[config.mk]
export PLATFORM = sky130hd
export DESIGN_NAME = tc_timer_flat
export DESIGN_NICKNAME = d
export VERILOG_FILES = /design/src/rtl/tc_timer_if.sv /design/src/rtl/tc_timer.sv /design/src/flat_wrapper.sv
export SDC_FILE = /design/constraint.sdc
export NUM_CORES = 1
export LEC_CHECK = 0
export CORE_MARGIN = 2
export CORE_UTILIZATION = 46
export DETAILED_ROUTE_END_ITERATION = 7
export HOLD_SLACK_MARGIN = 0.02
export PLACE_DENSITY = 0.75
export SLEW_MARGIN = 20
export SYNTH_ARGS = -nofsm -noshare
export SYNTH_HDL_FRONTEND = slang
export SYNTH_SLANG_ARGS = --single-unit
[constraint.sdc]
create_clock -name clk -period 3.25 [get_ports clk]
set_clock_uncertainty 0.05 [all_clocks]
set_input_delay 0.65 -clock clk [delete_from_list [all_inputs] [get_ports clk]]
set_output_delay 0.65 -clock clk [all_outputs]
set_load 0.1 [all_outputs]
[src/rtl/tc_timer_if.sv]
// tc_timer_if: CPU data-bus view of the timer/counter.
// Signals: addr (byte address), byteen (write strobes), wdata, rdata.
interface tc_timer_if;
  logic [31:0] addr;
  logic [3:0]  byteen;
  logic [31:0] wdata;
  logic [31:0] rdata;

  modport master (
    output addr,
    output byteen,
    output wdata,
    input  rdata
  );

  modport slave (
    input  addr,
    input  byteen,
    input  wdata,
    output rdata
  );
endinterface

[src/rtl/tc_timer.sv]
// tc_timer: memory-mapped countdown timer with one-shot / auto-reload
// modes and a masked interrupt line.
// Ports: clk, reset (async, active-high), bus (tc_timer_if.slave:
//   addr, byteen, wdata in; combinational rdata out), irq out.
// Register map (addr[3:2]): 0 CTRL {IM,MODE[1:0],EN}, 1 PRESET,
//   2 COUNT (read-only), 3 PRESCALE when TC_PRESCALE_EN is defined,
//   otherwise reserved (reads 0).
// Optional macro TC_PRESCALE_EN: divides the count tick by PRESCALE+1.
module tc_timer #(
  parameter logic [31:0] BASE_ADDR = 32'h0000_7F00
) (
  input  logic       clk,
  input  logic       reset,
  tc_timer_if.slave  bus,
  output logic       irq
);

  typedef enum logic [1:0] {
    S_IDLE,
    S_LOAD,
    S_CNT,
    S_INT
  } state_t;

  state_t      r_state;
  state_t      w_state_nxt;
  logic [3:0]  r_ctrl;
  logic [31:0] r_preset;
  logic [31:0] r_count;
  logic        r_irq_flag;

  logic [31:0] w_count_nxt;
  logic        w_fire;
  logic        w_exit1;
  logic        w_tick;
  logic        w_hit;
  logic [1:0]  w_sel;
  logic        w_wr;
  logic        w_wr_ctrl;
  logic        w_wr_pre;
  logic        w_en;
  logic        w_mode1;
  logic [31:0] w_pre_merged;
  logic        w_unused;

`ifdef TC_PRESCALE_EN
  logic [15:0] r_prescale;
  logic [15:0] r_pre_cnt;
  logic [15:0] w_pre_nxt;
  logic        w_wr_psc;
`endif

  function automatic logic [31:0] f_merge(
    input logic [31:0] old,
    input logic [31:0] d,
    input logic [3:0]  be
  );
    logic [31:0] res;
    res = old;
    for (int i = 0; i < 4; i++) begin
      if (be[i]) res[i*8 +: 8] = d[i*8 +: 8];
    end
    return res;
  endfunction

  assign w_hit     = (bus.addr[31:4] == BASE_ADDR[31:4]);
  assign w_sel     = bus.addr[3:2];
  assign w_wr      = w_hit && (bus.byteen != 4'b0000);
  assign w_wr_ctrl = w_wr && (w_sel == 2'd0);
  assign w_wr_pre  = w_wr && (w_sel == 2'd1);
  assign w_en      = r_ctrl[0];
  // MODE 2/3 behave like one-shot
  assign w_mode1   = (r_ctrl[2:1] == 2'b01);
  assign w_pre_merged =
    f_merge(r_preset, bus.wdata, bus.byteen);
  assign w_unused  = ^bus.addr[1:0];

  assign irq = r_irq_flag & r_ctrl[3];

`ifdef TC_PRESCALE_EN
  assign w_wr_psc = w_wr && (w_sel == 2'd3);
  assign w_tick   = (r_pre_cnt == r_prescale);
`else
  assign w_tick   = 1'b1;
`endif

  always_comb begin
    w_state_nxt = r_state;
    w_count_nxt = r_count;
    w_fire      = 1'b0;
    w_exit1     = 1'b0;
`ifdef TC_PRESCALE_EN
    w_pre_nxt   = r_pre_cnt;
`endif
    unique case (r_state)
      S_IDLE: begin
        if (w_en) w_state_nxt = S_LOAD;
      end
      S_LOAD: begin
        w_count_nxt = r_preset;
        w_state_nxt = S_CNT;
`ifdef TC_PRESCALE_EN
        w_pre_nxt   = '0;
`endif
      end
      S_CNT: begin
        if (!w_en) begin
          w_state_nxt = S_IDLE;
        end else if (w_tick) begin
`ifdef TC_PRESCALE_EN
          w_pre_nxt = '0;
`endif
          // decrement only when non-zero, so COUNT never wraps
          if (r_count == '0) begin
            w_state_nxt = S_INT;
            w_fire      = 1'b1;
          end else begin
            w_count_nxt = r_count - 32'd1;
          end
        end else begin
`ifdef TC_PRESCALE_EN
          w_pre_nxt = r_pre_cnt + 16'd1;
`endif
        end
      end
      S_INT: begin
        w_state_nxt = S_IDLE;
        w_exit1     = w_mode1;
      end
    endcase
  end

  always_ff @(posedge clk or posedge reset) begin
    if (reset) begin
      r_state <= S_IDLE;
      r_count <= '0;
    end else begin
      r_state <= w_state_nxt;
      r_count <= w_count_nxt;
    end
  end

  always_ff @(posedge clk or posedge reset) begin
    if (reset) begin
      r_ctrl   <= '0;
      r_preset <= '0;
    end else begin
      // a CPU write to CTRL overrides the one-shot EN auto-clear
      if (w_wr_ctrl) begin
        if (bus.byteen[0]) r_ctrl <= bus.wdata[3:0];
      end else if (w_fire && !w_mode1) begin
        r_ctrl[0] <= 1'b0;
      end
      if (w_wr_pre) r_preset <= w_pre_merged;
    end
  end

  always_ff @(posedge clk or posedge reset) begin
    if (reset) begin
      r_irq_flag <= 1'b0;
    end else begin
      // entry into INT beats a same-cycle acknowledge
      if (w_fire) r_irq_flag <= 1'b1;
      else if (w_wr_ctrl || w_exit1) r_irq_flag <= 1'b0;
    end
  end

`ifdef TC_PRESCALE_EN
  always_ff @(posedge clk or posedge reset) begin
    if (reset) begin
      r_prescale <= '0;
      r_pre_cnt  <= '0;
    end else begin
      r_pre_cnt <= w_pre_nxt;
      if (w_wr_psc) begin
        if (bus.byteen[0]) r_prescale[7:0]  <= bus.wdata[7:0];
        if (bus.byteen[1]) r_prescale[15:8] <= bus.wdata[15:8];
      end
    end
  end
`endif

  always_comb begin
    bus.rdata = '0;
    if (w_hit) begin
      unique case (w_sel)
        2'd0: bus.rdata = {28'd0, r_ctrl};
        2'd1: bus.rdata = r_preset;
        2'd2: bus.rdata = r_count;
        2'd3: begin
`ifdef TC_PRESCALE_EN
          bus.rdata = {16'd0, r_prescale};
`else
          bus.rdata = '0;
`endif
        end
      endcase
    end
  end

endmodule

[src/flat_wrapper.sv]
// flat-port wrapper written by rule: the top's interface ports become plain ports
module tc_timer_flat 
#(
  parameter logic [31:0] BASE_ADDR = 32'h0000_7F00
)
  (clk, reset, irq, bus_addr, bus_byteen, bus_wdata, bus_rdata);
  tc_timer_if bus_i ();
  input  logic clk;
  input  logic reset;
  output logic irq;
  input wire logic [$bits(bus_i.addr)-1:0] bus_addr;
  input wire logic [$bits(bus_i.byteen)-1:0] bus_byteen;
  input wire logic [$bits(bus_i.wdata)-1:0] bus_wdata;
  output wire logic [$bits(bus_i.rdata)-1:0] bus_rdata;
  assign bus_i.addr = bus_addr;
  assign bus_i.byteen = bus_byteen;
  assign bus_i.wdata = bus_wdata;
  assign bus_rdata = bus_i.rdata;
  tc_timer #(.BASE_ADDR(BASE_ADDR)) u_core (.clk(clk), .reset(reset), .bus(bus_i), .irq(irq));
endmodule
==> Word-level counts from Yosys, hierarchy flattened <==
Cells that the tools add are included.
{ "classes": {"addsub": 1, "eq_ne": 13, "mux": 18, "bitwise_logic": 1, "n_reduce_logical": 21} }
{ "op_table": {"columns": ["cell", "n"], "rows": [
  ["$pmux W32 S4", 1],
  ["$mux W32", 3],
  ["$pmux W32 S2", 1],
  ["$logic_not A32 Y1", 1],
  ["$sub A32 B1 Y32 const B", 1],
  ["$eq A28 B11 Y1 const B", 1],
  ["$reduce_and A2 Y1", 7],
  ["$mux W1", 9],
  ["$eq A2 B2 Y1 const B", 4],
  ["$pmux W2 S4", 1],
  ["$eq A2 B1 Y1 const B", 3],
  ["$mux W2", 3],
  ["$reduce_bool A2 Y1", 3],
  ["$logic_and A1 B1 Y1", 4],
  ["$logic_not A2 Y1", 2],
  ["$ne A2 B1 Y1 const B", 2],
  ["$ne A2 B2 Y1 const B", 2],
  ["$reduce_bool A4 Y1", 1],
  ["$ne A3 B3 Y1 const B", 1],
  ["$reduce_and A3 Y1", 1],
  ["$and A1 B1 Y1", 1],
  ["$logic_not A1 Y1", 1],
  ["$logic_or A1 B1 Y1", 1]
]} }
{ "word_totals": {"reg_bits": 71, "inputBits": 70, "output_inout_bits": 33, "wordCells": 63} }

==> Longest topological paths before layout <==
Gate-level depths: netlist (run 1).
{ "depth": {"word_depth": 7, "ltp_mapped": 10, "mapped_depth_nobuf": 8} }

==> Least setup slack after synthesis (run 1) <==
OpenSTA, ideal clock, no wires.
{ "synth_timing": {"path_type": "input-to-output", "start": "input port bus_addr[3]", "end": "output port bus_rdata[11]", "arrival_ns": 3.025, "required_ns": 2.550, "path_slack_ns": -0.475, "stages": 6, "n_path_buf": 3, "path_cell_list": "clkbuf_1 -> nor2b_1 -> clkbuf_1 -> buf_1 -> a22oi_1 -> nor2_1"} }
{ "synth_between": {"elab_chain_len": 3, "word_cells_on_any_way": 6, "classes_between": "3 x eq/ne; 2 x mux; 1 x reduce/logical"} }
{ "synth_rtl": {"columns": ["element", "line", "source"], "rows": [
  ["from (decl)", "flat_wrapper.sv:11", "input wire logic [$bits(bus_i.addr)-1:0] bus_addr;"],
  ["$eq A2 B2 Y1, or another cell as far along", "tc_timer.sv:186", "unique case (w_sel)"],
  ["$pmux W32 S4 *", "tc_timer.sv:186", null],
  ["$mux W32 *", "tc_timer.sv:185", "if (w_hit) begin"],
  ["to (decl)", "flat_wrapper.sv:14", "output wire logic [$bits(bus_i.rdata)-1:0] bus_rdata;"]
]} }
Every way passes the cells marked *; elsewhere a longest branch is shown, timed or not.

==> Worst setup path after layout (run 1) <==
{ "layout_timing": {"start": "input port bus_addr[30]", "end": "output port bus_rdata[1]"} }
{ "layout_between": {"elab_chain_len": 2} }
{ "layout_rtl": {"columns": ["element", "line", "source"], "rows": [
  ["$eq A28 B11 Y1", "tc_timer.sv:66", "assign w_hit = (bus.addr[31:4] == BASE_ADDR[31:4]);"],
  ["$mux W32", "tc_timer.sv:185", null]
]} }
Every way passes these cells.

==> qor.json, run 1 <==
{
  "syn-cell-area": {"value": 4230, "unit": "um^2"},
  "critPathCaptureType": {"value": "output port"},
  "cts_num_sinks": {"value": 71},
  "timing.max_cap.violations": {"value": 0},
  "status": {"value": "finished clean"},
  "final_util": {"value": 68.2, "unit": "%"},
  "holdWs": {"value": 0.489, "unit": "ns"},
  "areaGrowthSynthToFinish": {"value": 42.2, "unit": "%"},
  "diodes": {"value": 0},
  "grt_start_max_net_pins": {"value": 78},
  "tritoncts_clock_tree": {"value": "built"},
  "drt-pass1-iter-count": {"value": 5},
  "worstHoldPathType": {"value": "reg -> reg"},
  "rsz0062_at_grt": {"value": "no"},
  "initial_core_utilization": {"value": 48.0, "unit": "%"},
  "dp_cells": {"value": 659},
  "grt_pass1_vias": {"value": 4010},
  "yosys_warnings": {"value": 0},
  "cp_arrival": {"value": 2.41, "unit": "ns"},
  "total_number_of_nets_in_the_final_design": {"value": 637},
  "io_pins": {"value": 103},
  "route.final.wire_length": {"value": 11100, "unit": "um"},
  "ant_nets": {"value": 0},
  "switchingPower": {"value": 0.447, "unit": "mW"},
  "worstMarginPinSlew": {"value": 0.725, "unit": "ns"},
  "timing.critical_path.cells": {"value": "clkdlybuf4s50_1 -> nor4b_1 -> and4_1 -> nand3_2 -> buf_12 -> nor2_1 -> buf_12"},
  "finalCritPeriodShare": {"value": 95.8, "unit": "%"},
  "required": {"value": 2.55, "unit": "ns"},
  "global_route.overflow_total": {"value": 0},
  "max-vdd-ir-drop": {"value": 0.249, "unit": "mV"},
  "clock.fmax": {"value": 321, "unit": "MHz"},
  "final_period_minus_worst_setup_slack": {"value": 3.11, "unit": "ns"},
  "initial_antenna_violation_count": {"value": 0},
  "sequentialPowerShare": {"value": 51.2, "unit": "%"},
  "routed_wire_length_per_instance": {"value": 16.5, "unit": "um"},
  "post_cts_buffers": {"value": 0},
  "final_layout_size_suffix_gt1_share": {"value": 24.7, "unit": "%"},
  "postLayoutCellArea": {"value": 6010, "unit": "um^2"},
  "net_count_of_the_mapped_netlist": {"value": 543},
  "die_h": {"value": 99.9, "unit": "um"},
  "synth_cell_types": {"value": 46},
  "final_non_filler_cells": {"value": 674},
  "seq_area_frac_synth": {"value": 42.0, "unit": "%"},
  "slew_violations": {"value": 0},
  "cpPeakStageDelay": {"value": 0.40, "unit": "ns"},
  "crit_buf_inv": {"value": 3},
  "drt_drc_violations_left": {"value": 0},
  "internal-power": {"value": 1.29, "unit": "mW"},
  "crit_path_top_delay_cell": {"value": "clkdlybuf4s50_1"},
  "preCtsSetupSlack": {"value": 0.0665, "unit": "ns"},
  "clk_path_buf_depth": {"value": 2},
  "power.share.switching": {"value": 25.7, "unit": "%"},
  "p_total": {"value": 1.74, "unit": "mW"},
  "number_of_register_bits_inferred_by_synthesis": {"value": 71},
  "io_buffers": {"value": 100},
  "finalSetupTns": {"value": 0, "unit": "ns"},
  "detailed_place_hpwl": {"value": 7970, "unit": "um"},
  "share_comb_of_total_power": {"value": 12.4, "unit": "%"},
  "r2r_slack": {"value": 0.30, "unit": "ns"},
  "first_iter_violations": {"value": 227},
  "worstSetupPathType": {"value": "in -> out"},
  "fp.dieArea": {"value": 9970, "unit": "um^2"},
  "finalWorstSetupSlack": {"value": 0.137, "unit": "ns"},
  "async_reset_ff_share": {"value": 100, "unit": "%"},
  "cts_hold_buffers": {"value": 0},
  "clk_pin_slew": {"value": 0.08, "unit": "ns"},
  "p_leak": {"value": 2.44, "unit": "nW"},
  "relative_slew_slack": {"value": 51.6, "unit": "%"},
  "post_cts.resized_instances": {"value": 0},
  "routed_via_count": {"value": 3929},
  "cts-root-buf": {"value": "clkbuf_8"},
  "critical_path.startpoint_type": {"value": "input port"},
  "critical-path-top-cell-by-count": {"value": "buf_12"},
  "cpLargestDelayFamily": {"value": "simple AND/OR/NAND/NOR gates"},
  "power.clock.fraction": {"value": 36.4, "unit": "%"},
  "numCtsBuffers": {"value": 9},
  "cts_htree_levels": {"value": 3},
  "timing.final.hold_violations": {"value": 0},
  "vias_per_cell": {"value": 5.83},
  "number_of_enable_type_register_cells_in_the_synthesized_netlist": {"value": 0},
  "crit_path_max_fanout": {"value": 35},
  "placement.cell_area": {"value": 5830, "unit": "um^2"},
  "grtUsageTotal": {"value": 23.6, "unit": "%"},
  "setup_viol_count_final": {"value": 0},
  "core.rowCount": {"value": 34},
  "most_used_flip_flop_cell_after_synthesis": {"value": "dfrtp_1"},
  "p_per_area": {"value": 290, "unit": "nW/um^2"},
  "grt_pass1_wl": {"value": 19200, "unit": "um"},
  "die_x": {"value": 99.9, "unit": "um"},
  "place.gp.congestion": {"value": 0.877},
  "core": {"value": 8810, "unit": "um^2"},
  "clock_insertion_delay_at_the_later_pin_of_the_skew_report": {"value": 0.35, "unit": "ns"},
  "postSynthAreaPerCell": {"value": 9.03, "unit": "um^2"},
  "post_synth_inst_count": {"value": 468}
}
[cell usage after synthesis, drive strengths merged, types with 5 or more instances]
master / instances / area (um^2)
clkbuf: 25 / 93.8
nor4: 9 / 56.3
nand3: 14 / 70.1
nor3: 14 / 70.1
and2: 6 / 37.5
nor2b: 5 / 31.3
o22ai: 7 / 43.8
mux2i: 6 / 60.1
nand2: 22 / 82.6
a21oi: 59 / 295
a22oi: 29 / 223
buf: 10 / 90.1
dfrtp: 71 / 1780
nor2: 57 / 214
or3: 5 / 31.3
inv: 6 / 22.5
o21ai: 28 / 144
mux2: 36 / 405
ha: 5 / 62.6
nand2b: 8 / 50.1
nand4: 7 / 43.8
[power groups by stage]
| stage | logic [mW] | registers, mW | clock network [mW] |
|---|---|---|---|
| after floorplan | 0.0951 | 0.908 | 0 |
| after global placement | 0.211 | 0.909 | 0 |
| after detailed placement | 0.215 | 0.909 | 0 |
| after CTS | 0.217 | 0.892 | 0.649 |
| after global routing | 0.237 | 0.892 | 0.682 |
| final | 0.216 | 0.892 | 0.634 |
[logic make-up (layout without fill, tap and decap cells)]
| kind of cell | count (synthesis) | after routing | share of synthesized area (%) |
|---|---|---|---|
| AO/OA/AOI/OAI | 145 | 145 | 21.2 |
| XOR/XNOR | 1 | 1 | 0.207 |
| adder cells (fa/ha/maj) | 5 | 5 | 1.48 |
| buffers and inverters | 41 | 139 | 4.88 |
| flip-flops | 71 | 71 | 42.0 |
| multiplexers | 42 | 42 | 11.0 |
| AND/OR/NAND/NOR | 163 | 163 | 19.2 |
[cells in the final DEF (no fill, tap or decap), types with 3 or more instances in the layout]
cell type	Yosys	final
dfrtp_1	71	71
clkdlybuf4s50_1	0	67
a21oi_1	59	59
mux2_2	36	36
buf_12	0	35
nor2_1	57	33
a22oi_1	28	28
o21ai_0	27	27
nand2_1	22	22
nor2_4	0	19
buf_4	0	16
nor3_1	14	14
nand3_1	14	13
clkbuf_8	0	10
nor4_1	9	9
nand2b_1	8	8
nand4_1	7	7
o22ai_1	7	7
and2_1	6	6
mux2i_1	6	6
or3_1	5	5
inv_1	6	5
nor2_2	0	5
ha_1	5	4
nor2b_1	5	3
or2_2	3	3
o21a_1	3	3
o32ai_1	3	3
a31oi_1	3	3
o22a_1	3	3
a2bb2oi_1	3	3
and3_1	3	3
nor4b_1	3	3
[worst paths after layout]
| check | startpoint | end | cells past startpoint |
|---|---|---|---|
| max | bus_addr[30] | bus_rdata[1] | 7 |
| min | u_core.r_preset[4] | u_core.r_preset[4] | 1 |
| max in group asynchronous | reset | u_core.r_preset[29] | 3 |
| min reg2reg | u_core.r_preset[4] | u_core.r_preset[4] | 1 |
| min in group asynchronous | reset | u_core.r_preset[7] | 2 |
| max reg2reg | u_core.r_count[13] | u_core.r_count[16] | 7 |
[layer usage]
layer  GRT usage [%]  up-vias  part of all wire [%]
li1                -     1920                     -
met1            30.7     1875                    43
met2            40.0      120                    51
met3            4.53       14                   5.1
met4            7.27        0                   1.5
met5               0        -                     0
[registers in the layout (all words and copies together) (netlist names)]
name	flops
u_core.r_count	32
u_core.r_preset	32
u_core.r_ctrl	4
u_core.r_state	2
u_core.r_irq_flag	1
[layout make-up]
type | count | area [um^2]
multi-input cells | 356 | 2410
well taps | 108 | 135
fillers | 691 | 2800
clock buffers | 10 | 138
clock inverters | 5 | 33.8
repair buffers | 118 | 1490
flip-flops and latches | 71 | 1780
inverters | 6 | 22.5
No activity file was read; power rests on OpenSTA's default activity.
==> run 2: changes to the inputs <==
- SLEW_MARGIN: 20 -> 0
- clock period: 3.25 -> 3.4 ns (I/O delays scaled with it)
==> run 2 against run 1 <==
  * Clock-buffer cell count is 2 higher
  * Non-clock buffer count is 1 lower
  * Global-route usage is 0.44 points lower
  * Via count is 2.5% higher
  * Clock power is 16% higher
  * Register-to-register slack better by 0.21 ns
  * Combinational power is 3% lower
  * Core utilization is 0.84 points lower
  * First-iteration DRC count is 29% higher
  * Final cell count stayed put
  * Critical path type unchanged
==> qor.json, run 2 (same netlist as run 1, synthesis figures left out) <==
{
  "numCtsBuffers": {"value": 9, "change": "unchanged"},
  "clock_insertion_delay_at_the_later_pin_of_the_skew_report": {"value": 0.35, "unit": "ns", "change": "about the same"},
  "post_cts.resized_instances": {"value": 0, "change": "unchanged"},
  "layout.cells.most_common_list": {"value": "dfrtp_1 (71), clkdlybuf4s50_1 (67), a21oi_1 (59)"},
  "postLayoutCellArea": {"value": 5930, "unit": "um^2", "change": "-1.2%"},
  "final-seq-area": {"value": 1780, "unit": "um^2", "change": "unchanged"},
  "top_regs": {"value": "u_core.r_count (32), u_core.r_preset (32), u_core.r_ctrl (4)"},
  "die_h": {"value": 99.9, "unit": "um", "change": "unchanged"},
  "grt_start_max_net_pins": {"value": 78, "change": "unchanged"},
  "initial_antenna_violation_count": {"value": 0, "change": "unchanged"},
  "cts-root-buf": {"value": "clkbuf_8"},
  "timing.max_cap.violations": {"value": 0, "change": "unchanged"},
  "clk_pin_slew": {"value": 0.08, "unit": "ns", "change": "about the same"},
  "p_leak": {"value": 2.46, "unit": "nW", "change": "+0.50%"},
  "cp_arrival": {"value": 2.37, "unit": "ns", "change": "-0.04 ns"},
  "relative_slew_slack": {"value": 43.4, "unit": "%", "change": "-8.2 points"},
  "worstMarginPinSlew": {"value": 0.848, "unit": "ns", "change": "+0.123 ns"},
  "critical_path.startpoint_type": {"value": "input port"},
  "grtUsageTotal": {"value": 23.1, "unit": "%", "change": "-0.44 points"},
  "slew_violations": {"value": 0, "change": "unchanged"},
  "mostFrequentLayoutCell": {"value": "dfrtp_1"},
  "holdWs": {"value": 0.489, "unit": "ns", "change": "-0.000221 ns"},
  "diodes": {"value": 0, "change": "unchanged"},
  "post_cts_buffers": {"value": 0, "change": "unchanged"},
  "global_route.overflow_total": {"value": 0, "change": "unchanged"},
  "power.clock.fraction": {"value": 40.9, "unit": "%", "change": "+4.5 points"},
  "vias_per_cell": {"value": 5.97, "change": "+2.5%"},
  "grt_pass1_wl": {"value": 18700, "unit": "um", "change": "-2.2%"},
  "worstHoldPathType": {"value": "reg -> reg"},
  "drt_drc_violations_left": {"value": 0, "change": "unchanged"},
  "drt-pass1-iter-count": {"value": 5, "change": "unchanged"},
  "core": {"value": 8810, "unit": "um^2", "change": "unchanged"},
  "placement.cell_area": {"value": 5730, "unit": "um^2", "change": "-1.8%"},
  "rsz0062_at_grt": {"value": "no"},
  "routed_wire_length_per_instance": {"value": 16.7, "unit": "um", "change": "+1.3%"},
  "ant_nets": {"value": 0, "change": "unchanged"},
  "sequentialPowerShare": {"value": 47.5, "unit": "%", "change": "-3.7 points"},
  "core.rowCount": {"value": 34, "change": "unchanged"},
  "detailed_place_hpwl": {"value": 8060, "unit": "um", "change": "+1.1%"},
  "switchingPower": {"value": 0.427, "unit": "mW", "change": "-4.4%"},
  "grt_pass1_vias": {"value": 3920, "change": "-2.2%"},
  "finalCritPeriodShare": {"value": 91.3, "unit": "%"},
  "clk_path_buf_depth": {"value": 2, "change": "unchanged"},
  "required": {"value": 2.67, "unit": "ns", "change": "+0.12 ns"},
  "initial_core_utilization": {"value": 48.0, "unit": "%", "change": "unchanged"},
  "timing.final.hold_violations": {"value": 0, "change": "unchanged"},
  "num-fill-cells": {"value": 711, "change": "+2.9%"},
  "critPathCaptureType": {"value": "output port"},
  "setup_viol_count_final": {"value": 0, "change": "unchanged"},
  "status": {"value": "finished clean"},
  "tritoncts_clock_tree": {"value": "built"},
  "worstSetupPathType": {"value": "in -> out"},
  "max-vdd-ir-drop": {"value": 0.203, "unit": "mV", "change": "-18%"},
  "io_pins": {"value": 103, "change": "unchanged"},
  "share_comb_of_total_power": {"value": 11.6, "unit": "%", "change": "-0.8 points"},
  "die_x": {"value": 99.9, "unit": "um", "change": "unchanged"},
  "multi_input_gate_area": {"value": 2310, "unit": "um^2", "change": "-4.2%"},
  "final_period_minus_worst_setup_slack": {"value": 3.10, "unit": "ns"},
  "io_buffers": {"value": 100, "change": "unchanged"},
  "fp.dieArea": {"value": 9970, "unit": "um^2", "change": "unchanged"},
  "total_number_of_nets_in_the_final_design": {"value": 636, "change": "-0.16%"},
  "power.share.switching": {"value": 23.8, "unit": "%", "change": "-1.9 points"},
  "areaGrowthSynthToFinish": {"value": 40.4, "unit": "%"},
  "final_layout_size_suffix_gt1_share": {"value": 23.9, "unit": "%", "change": "-0.88 points"},
  "cts_num_sinks": {"value": 71, "change": "unchanged"},
  "cts_hold_buffers": {"value": 0, "change": "unchanged"},
  "cts_htree_levels": {"value": 3, "change": "unchanged"},
  "crit_path_max_fanout": {"value": 35, "change": "unchanged"},
  "internal-power": {"value": 1.37, "unit": "mW", "change": "+5.8%"},
  "route.final.wire_length": {"value": 11200, "unit": "um", "change": "+1.3%"},
  "first_iter_violations": {"value": 293, "change": "+29%"},
  "p_per_area": {"value": 303, "unit": "nW/um^2", "change": "+4.5%"},
  "place.gp.congestion": {"value": 0.898, "change": "+2.5%"},
  "routed_via_count": {"value": 4027, "change": "+2.5%"},
  "clock.fmax": {"value": 322, "unit": "MHz"}
}
-- run 2: cell count changes in the layout (fill, tap and decap cells not counted), sizes merged --
cell | before | now
buf | 51 | 50
bufinv | 0 | 2
clkbuf | 10 | 12
clkinvlp | 2 | 0
inv | 7 | 6
-- run 2: final cells by class --
type                    count  area share (%)
multi-input cells         356            38.9
flip-flops and latches     71            29.9
repair buffers            117            25.0
clock buffers              12            2.28
well taps                 108            2.28
clock inverters             4            1.18
inverters                   6           0.380
-- run 2: metal layers --
| metal | global-route usage [%] | vias up | part of all wire (%) |
|---|---|---|---|
| met2 | 39.0 | 136 | 50 |
| met3 | 3.20 | 20 | 4.7 |
| li1 | - | 1918 | - |
| met1 | 30.1 | 1953 | 43 |
| met5 | 0 | - | 0 |
| met4 | 9.59 | 0 | 2.3 |
-- run 2: worst paths after layout --
path	startpoint	end	slack, ns	depth (start not counted)
worst min-delay path	u_core.r_count[26]	u_core.r_count[26]	0.49	2
worst min register to register	u_core.r_count[26]	u_core.r_count[26]	0.49	2
min in group asynchronous	reset	u_core.r_preset[5]	0.77	2
max in group asynchronous	reset	u_core.r_preset[29]	1.86	3
worst max register to register	u_core.r_count[13]	u_core.r_count[7]	0.51	7
worst max-delay path	bus_addr[21]	bus_rdata[8]	0.30	7
-- run 2: critical path: stages --
cell             delay, ns
clkdlybuf4s50_1       0.40
nor4_1                0.29
and4_1                0.25
nand3_2               0.09
buf_12                0.22
nor2_1                0.22
buf_12                0.21
-- run 2: power by group through the flow --
stage                     sequential [mW]  clock [mW]  combinational, mW
final                               0.853       0.735              0.209
after floorplan                     0.868           0             0.0907
after global placement              0.869           0              0.203
after detailed placement            0.869           0              0.208
after global routing                0.853       0.779              0.228
after CTS                           0.853       0.739              0.209
-- run 2: per-stage QoR --
step                      setup TNS [ns]  std cells  setup WS (ns)  utilization, %  total power, mW
after global placement                 0        658          0.303            65.1             1.07
final                                  0        674          0.297            67.4             1.80
after floorplan                    -1.68        468         -0.183               -            0.959
after CTS                              0        674          0.285            67.4             1.80
after global routing                   0        674          0.126            67.4             1.86
after detailed placement               0        658          0.278            65.1             1.08
==> run 3: changes to the inputs <==
- CORE_UTILIZATION: 46 -> 50
- PLACE_DENSITY: 0.75 -> 0.81
==> run 3 against run 2 <==
  * Clock-buffer cell count fell by 3
  * Power rose by 0.98%
  * Non-clock buffer count did not move
  * Final cell count fell by 0.45%
  * Clock power rose by 2.9%
  * Global-route usage is 4.2 points higher
  * Largest power group unchanged
  * Hold slack about the same
  * Final area decreased by 0.21%
  * Combinational power about the same
  * Via count grew 0.37%
  * Fmax decreased by 0.36%
==> qor.json, run 3 (same netlist as run 1, synthesis figures left out) <==
{
  "status": {"value": "finished clean"},
  "initial_core_utilization": {"value": 51.4, "unit": "%", "change": "+3.4 points"},
  "rsz0062_at_grt": {"value": "no"},
  "io_pins": {"value": 103, "change": "unchanged"},
  "clock.fmax": {"value": 321, "unit": "MHz", "change": "-0.36%"},
  "vias_per_cell": {"value": 6.02, "change": "+0.82%"},
  "core.rowCount": {"value": 33, "change": "-2.9%"},
  "mostFrequentLayoutCell": {"value": "dfrtp_1"},
  "cts-root-buf": {"value": "clkbuf_8"},
  "max-vdd-ir-drop": {"value": 0.213, "unit": "mV", "change": "+4.9%"},
  "hold_path.startpoint": {"value": "u_core.r_ctrl[2]"},
  "setup_viol_count_final": {"value": 0, "change": "unchanged"},
  "io_buffers": {"value": 100, "change": "unchanged"},
  "first_iter_violations": {"value": 252, "change": "-14%"},
  "drt_drc_violations_left": {"value": 0, "change": "unchanged"},
  "drt-pass1-iter-count": {"value": 5, "change": "unchanged"},
  "regToRegStartpoint": {"value": "u_core.r_count[13]"},
  "holdWs": {"value": 0.489, "unit": "ns", "change": "+0.000202 ns"},
  "timing.final.hold_violations": {"value": 0, "change": "unchanged"},
  "final_util": {"value": 72.1, "unit": "%", "change": "+4.7 points"},
  "grt_pass1_vias": {"value": 4136, "change": "+5.5%"},
  "p_total": {"value": 1.81, "unit": "mW", "change": "+0.98%"},
  "relative_slew_slack": {"value": 50.4, "unit": "%", "change": "+7.1 points"},
  "routed_via_count": {"value": 4042, "change": "+0.37%"},
  "diodes": {"value": 0, "change": "unchanged"},
  "worstHoldPathType": {"value": "reg -> reg"},
  "sequentialPowerShare": {"value": 47.0, "unit": "%", "change": "-0.5 points"},
  "regToRegEndpoint": {"value": "u_core.r_count[16]"},
  "finalWorstSetupSlack": {"value": 0.286, "unit": "ns", "change": "-0.0112 ns"},
  "preCtsSetupSlack": {"value": 0.235, "unit": "ns", "change": "-0.0429 ns"},
  "layout.cells.most_common_list": {"value": "dfrtp_1 (71), clkdlybuf4s50_1 (67), a21oi_1 (59)"},
  "core": {"value": 8220, "unit": "um^2", "change": "-6.7%"},
  "initial_antenna_violation_count": {"value": 0, "change": "unchanged"},
  "worstSetupPathType": {"value": "reg -> reg"},
  "slew_violations": {"value": 0, "change": "unchanged"},
  "total_number_of_nets_in_the_final_design": {"value": 636, "change": "unchanged"},
  "post_cts.resized_instances": {"value": 0, "change": "unchanged"},
  "ant_nets": {"value": 0, "change": "unchanged"},
  "reg2reg_depth": {"value": 7, "change": "unchanged"},
  "critPathCaptureType": {"value": "flip-flop"},
  "clk_pin_slew": {"value": 0.08, "unit": "ns", "change": "about the same"},
  "critical_path.startpoint_type": {"value": "flip-flop"},
  "finalCritPeriodShare": {"value": 91.6, "unit": "%", "change": "+0.33 points"},
  "timing.max_cap.violations": {"value": 0, "change": "unchanged"},
  "worstMarginPinSlew": {"value": 0.742, "unit": "ns", "change": "-0.106 ns"},
  "multi_input_gate_area": {"value": 2310, "unit": "um^2", "change": "unchanged"},
  "global_route.overflow_total": {"value": 0, "change": "unchanged"},
  "die_x": {"value": 95.9, "unit": "um", "change": "-3.9%"},
  "place.gp.congestion": {"value": 0.841, "change": "-6.4%"},
  "p_leak": {"value": 2.45, "unit": "nW", "change": "-0.30%"},
  "areaGrowthSynthToFinish": {"value": 40.1, "unit": "%"},
  "num-fill-cells": {"value": 610, "change": "-14%"},
  "worst_hold_path.endpoint": {"value": "u_core.r_ctrl[2]"},
  "p_per_area": {"value": 306, "unit": "nW/um^2", "change": "+1.2%"},
  "post_cts_buffers": {"value": 0, "change": "unchanged"},
  "route.final.wire_length": {"value": 11600, "unit": "um", "change": "+3.1%"},
  "dp_cells": {"value": 655, "change": "-0.46%"},
  "power.share.switching": {"value": 24.6, "unit": "%", "change": "+0.81 points"},
  "cts_htree_levels": {"value": 3, "change": "unchanged"},
  "power.clock.fraction": {"value": 41.6, "unit": "%", "change": "+0.7 points"},
  "internal-power": {"value": 1.37, "unit": "mW", "change": "about the same"},
  "cts_num_sinks": {"value": 71, "change": "unchanged"},
  "grt_pass1_wl": {"value": 19600, "unit": "um", "change": "+4.9%"},
  "share_comb_of_total_power": {"value": 11.4, "unit": "%", "change": "-0.2 points"},
  "clk_path_buf_depth": {"value": 2, "change": "unchanged"},
  "r2r_slack": {"value": 0.29, "unit": "ns", "change": "-0.22 ns"},
  "routed_wire_length_per_instance": {"value": 17.3, "unit": "um", "change": "+3.6%"},
  "fp.dieArea": {"value": 9200, "unit": "um^2", "change": "-7.7%"},
  "final_non_filler_cells": {"value": 671, "change": "-0.45%"},
  "final_period_minus_worst_setup_slack": {"value": 3.11, "unit": "ns", "change": "+0.0112 ns"},
  "hold-path-cell-count": {"value": 1, "change": "-1"},
  "top_regs": {"value": "u_core.r_count (32), u_core.r_preset (32), u_core.r_ctrl (4)"},
  "final_layout_size_suffix_gt1_share": {"value": 24.4, "unit": "%", "change": "+0.53 points"},
  "clock_insertion_delay_at_the_later_pin_of_the_skew_report": {"value": 0.36, "unit": "ns", "change": "about the same"},
  "die_h": {"value": 95.9, "unit": "um", "change": "-3.9%"},
  "crit_path_max_fanout": {"value": 34, "change": "-2.9%"},
  "final-seq-area": {"value": 1780, "unit": "um^2", "change": "unchanged"},
  "tritoncts_clock_tree": {"value": "built"},
  "required": {"value": 3.60, "unit": "ns", "change": "+0.93 ns"},
  "detailed_place_hpwl": {"value": 8170, "unit": "um", "change": "+1.3%"},
  "switchingPower": {"value": 0.446, "unit": "mW", "change": "+4.4%"},
  "cts_hold_buffers": {"value": 0, "change": "unchanged"},
  "numCtsBuffers": {"value": 9, "change": "unchanged"},
  "grtUsageTotal": {"value": 27.3, "unit": "%", "change": "+4.2 points"},
  "cp_arrival": {"value": 3.31, "unit": "ns", "change": "+0.94 ns"},
  "grt_start_max_net_pins": {"value": 78, "change": "unchanged"}
}
run 3: cell count changes in the layout (fill, tap and decap cells not counted):
cell,change
buf_4,+2
clkbuf_1,-3
buf_12,-2
clkinvlp_4,+2
clkinv_4,+2
clkinv_2,-1
run 3: worst max-delay path by stage:
stage,from,to,slack (ns)
floorplan,bus_addr[3],bus_rdata[6],-0.18
global placement,bus_addr[30],u_core.r_preset[16],0.31
detailed placement,bus_addr[30],u_core.r_preset[16],0.23
CTS,bus_addr[30],bus_rdata[8],0.30
global route,bus_addr[30],bus_rdata[8],0.09
finish,u_core.r_count[13],u_core.r_count[16],0.29
run 3: power by group through the flow:
stage          sequential (mW)  clock [mW]  combinational, mW
4_1_cts                  0.853       0.762              0.206
2_1_floorplan            0.868           0             0.0907
3_5_place_dp             0.869           0              0.204
5_1_grt                  0.854       0.800              0.224
6_report                 0.853       0.756              0.206
3_3_place_gp             0.869           0              0.198
run 3: worst max-delay path, cell delays in order, from the launching register on:
cell     delay (ns)
dfrtp_1        0.46
nor4_1         0.59
nand4_1        0.41
o41a_4         0.57
o21a_1         0.30
buf_4          0.30
o21a_1         0.15
o22a_1         0.17
run 3: metal layers:
layer	up-vias	global-route usage (%)	wire [um]
li1	1907	-	-
met5	-	0	0
met3	22	3.99	692
met2	157	48.3	6010
met1	1956	33.7	4650
met4	0	10.4	247
run 3: through the flow:
step | setup TNS (ns) | area (um^2)
2_1_floorplan | -1.68 | 4280
3_3_place_gp | 0 | 5700
3_5_place_dp | 0 | 5700
4_1_cts | 0 | 5920
5_1_grt | 0 | 5920
6_report | 0 | 5920
run 3: layout make-up:
cell class / instances / area share (%)
multi-input cells: 356 / 39.0
flip-flops and latches: 71 / 30.0
repair buffers: 117 / 24.6
well taps: 105 / 2.22
clock buffers: 9 / 2.09
clock inverters: 7 / 1.65
inverters: 6 / 0.380
==> edit (flow settings as in run 3) <==
Encoding of `state_t`: now Gray code (2 bits for 4 states).
--- a/src/rtl/tc_timer.sv
+++ b/src/rtl/tc_timer.sv
@@ -17,8 +17,8 @@
 
   typedef enum logic [1:0] {
-    S_IDLE,
-    S_LOAD,
-    S_CNT,
-    S_INT
+    S_IDLE = 2'b00,
+    S_LOAD = 2'b01,
+    S_CNT  = 2'b11,
+    S_INT  = 2'b10
   } state_t;
 
Function: no difference found for any inputs over 4 cycles, from zero or initial values and one cycle with reset high; so few cycles prove little.
==> edit against run 3 <==
- hold slack improved by 0.0011 ns
- area after synthesis shrank 1.1%
- die area down 1.0%
- highest routed layer unchanged
- synthesized cell count is 1.5% lower
- cell area shrank 1.4%
- sequential share of layout area up 0.42 points
- non-clock buffer count fell by 2
- sequential cell count is the same
- first-iteration DRC count is 64% higher
- power down 4.9%
- critical endpoint is now bus_rdata[10]
- worst setup slack got worse by 0.15 ns
- count of clock-buffer cells in the layout rose by 2
- final cell count shrank 2.1%
- routed wire length increased by 2.4%
==> edit: results (changes against run 3) <==
stage	metric	value	unit	change
setup_path	R2R setup slack	0.46	ns	+0.17 ns
global_routing	global-route wire length before repair	19500	um	-0.53%
layout	# fillers	592		-3.0%
synthesis	Yosys cell types	55		+20%
power_and_ir_drop	leak pwr	2.39	nW	-2.5%
setup_path	Worst Setup EP	bus_rdata[10]		
layout	nets	618		-2.8%
route	WL final	11900	um	+2.4%
power_and_ir_drop	switch share	21.6	%	-3.0 points
synthesis	Synthesized Nets	532		-2.0%
global_routing	vias in the first global route	4053		-2.0%
global_routing	largest net degree at the start of global routing	72		-7.7%
run_status	status	finished clean		
setup_path	Crit path largest cell delay	0.42	ns	-0.17 ns
setup_path	Worst Path Max Fanout	33		-2.9%
synthesis	xor and xnor area share after synthesis	0	%	-0.21 points
synthesis	top cells by area, synth	dfrtp_1 42%, mux2_2 9.7%, a22oi_1 7.0%		
synthesis	most common library cells after synthesis	71 x dfrtp_1, 61 x nor2_1, 41 x o21ai_0, 39 x a22oi_1, 36 x mux2_2		
route	DR pass1 iterations	6		+1
setup_path	critical path data arrival time	2.54	ns	-0.77 ns
route	drt first-iter violations	414		+64%
setup_path	cell family with most CP delay	simple AND/OR/NAND/NOR gates		
placed_design	placer congestion estimate	0.926		+10%
min_path	worst hold start	u_core.r_state[1]$_DFFE_PP0P_		
synthesis	post-synthesis mux area share	10.9	%	-0.12 points
setup_path	r2r endpoint	u_core.r_ctrl[0]$_DFFE_PP0P_		
sta	pin slew with the least headroom to its limit	0.917	ns	+0.174 ns
synthesis	post-synthesis compound-gate area fraction	22.4	%	+1.2 points
global_routing	All-Layer GR Usage	27.1	%	-0.18 points
power_and_ir_drop	worst vdd ir	0.189	mV	-12%
placed_design	post-DP HPWL	8270	um	+1.2%
synthesis	post-synthesis sequential area ratio	42.5	%	+0.45 points
layout	layout cells sized above 1	20.5	%	-3.9 points
route	Via density	6.32		+5.0%
synthesis	Adder-Cell Fraction of Synth Area	0.299	%	-1.2 points
min_path	Hold Path Sink	u_core.r_state[0]$_DFFE_PP0P_		
setup_path	CP max-delay cell	clkdlybuf4s50_1		
==> edit: changes by cell type after synthesis, sizes merged, moves of 6 or more <==
cell           run 3  this run
a22oi             29        39
a21oi             59        22
nand2b             8         1
a31oi              3        10
o21ai             28        54
nand2             22        16
nand3             14         4
nor4               9        15
==> edit: routing by layer <==
layer  GRT usage [%]  part of all wire (%)
met1            34.8                    39
met4            9.05                   1.3
met5               0                     0
met3            4.74                   9.3
met2            46.4                    50
==> edit: metrics by stage <==
step	worst slack [ns]	std cells	hold WS, ns	total power [mW]	cell area, sq um
after detailed placement	0.0788	641	0.466	0.982	5600
after CTS	0.0586	657	0.480	1.73	5820
after floorplan	-0.367	461	0.420	0.890	4180
after global routing	-0.0208	657	0.495	1.78	5840
final	0.133	657	0.490	1.73	5840
after global placement	0.179	641	0.453	0.979	5600
==> edit: worst reg2reg max path: cells and delay by family (launching register included) <==
family / cells / cell delay [ns]
and+or+nand+nor: 4 / 1.78
DFF: 1 / 0.44
AOI/OAI and AO/OA: 1 / 0.27
adders and majority gates: 1 / 0.19
buffers and inverters: 1 / 0.09
==> edit: power by group through the flow <==
stage / sequential, mW / combinational, mW / clock [mW]
final: 0.844 / 0.121 / 0.760
after detailed placement: 0.860 / 0.121 / 0
after CTS: 0.844 / 0.122 / 0.766
after global placement: 0.860 / 0.119 / 0
after floorplan: 0.860 / 0.0291 / 0
after global routing: 0.844 / 0.131 / 0.807
==> edit: cell type report <==
class	count	area share [%]
Multi-Input combinational cell	343	38.1
Sequential cell	71	30.4
Timing Repair Buffer	115	24.9
Clock buffer	11	2.42
Tap cell	105	2.25
Clock inverter	5	1.39
Inverter	7	0.450
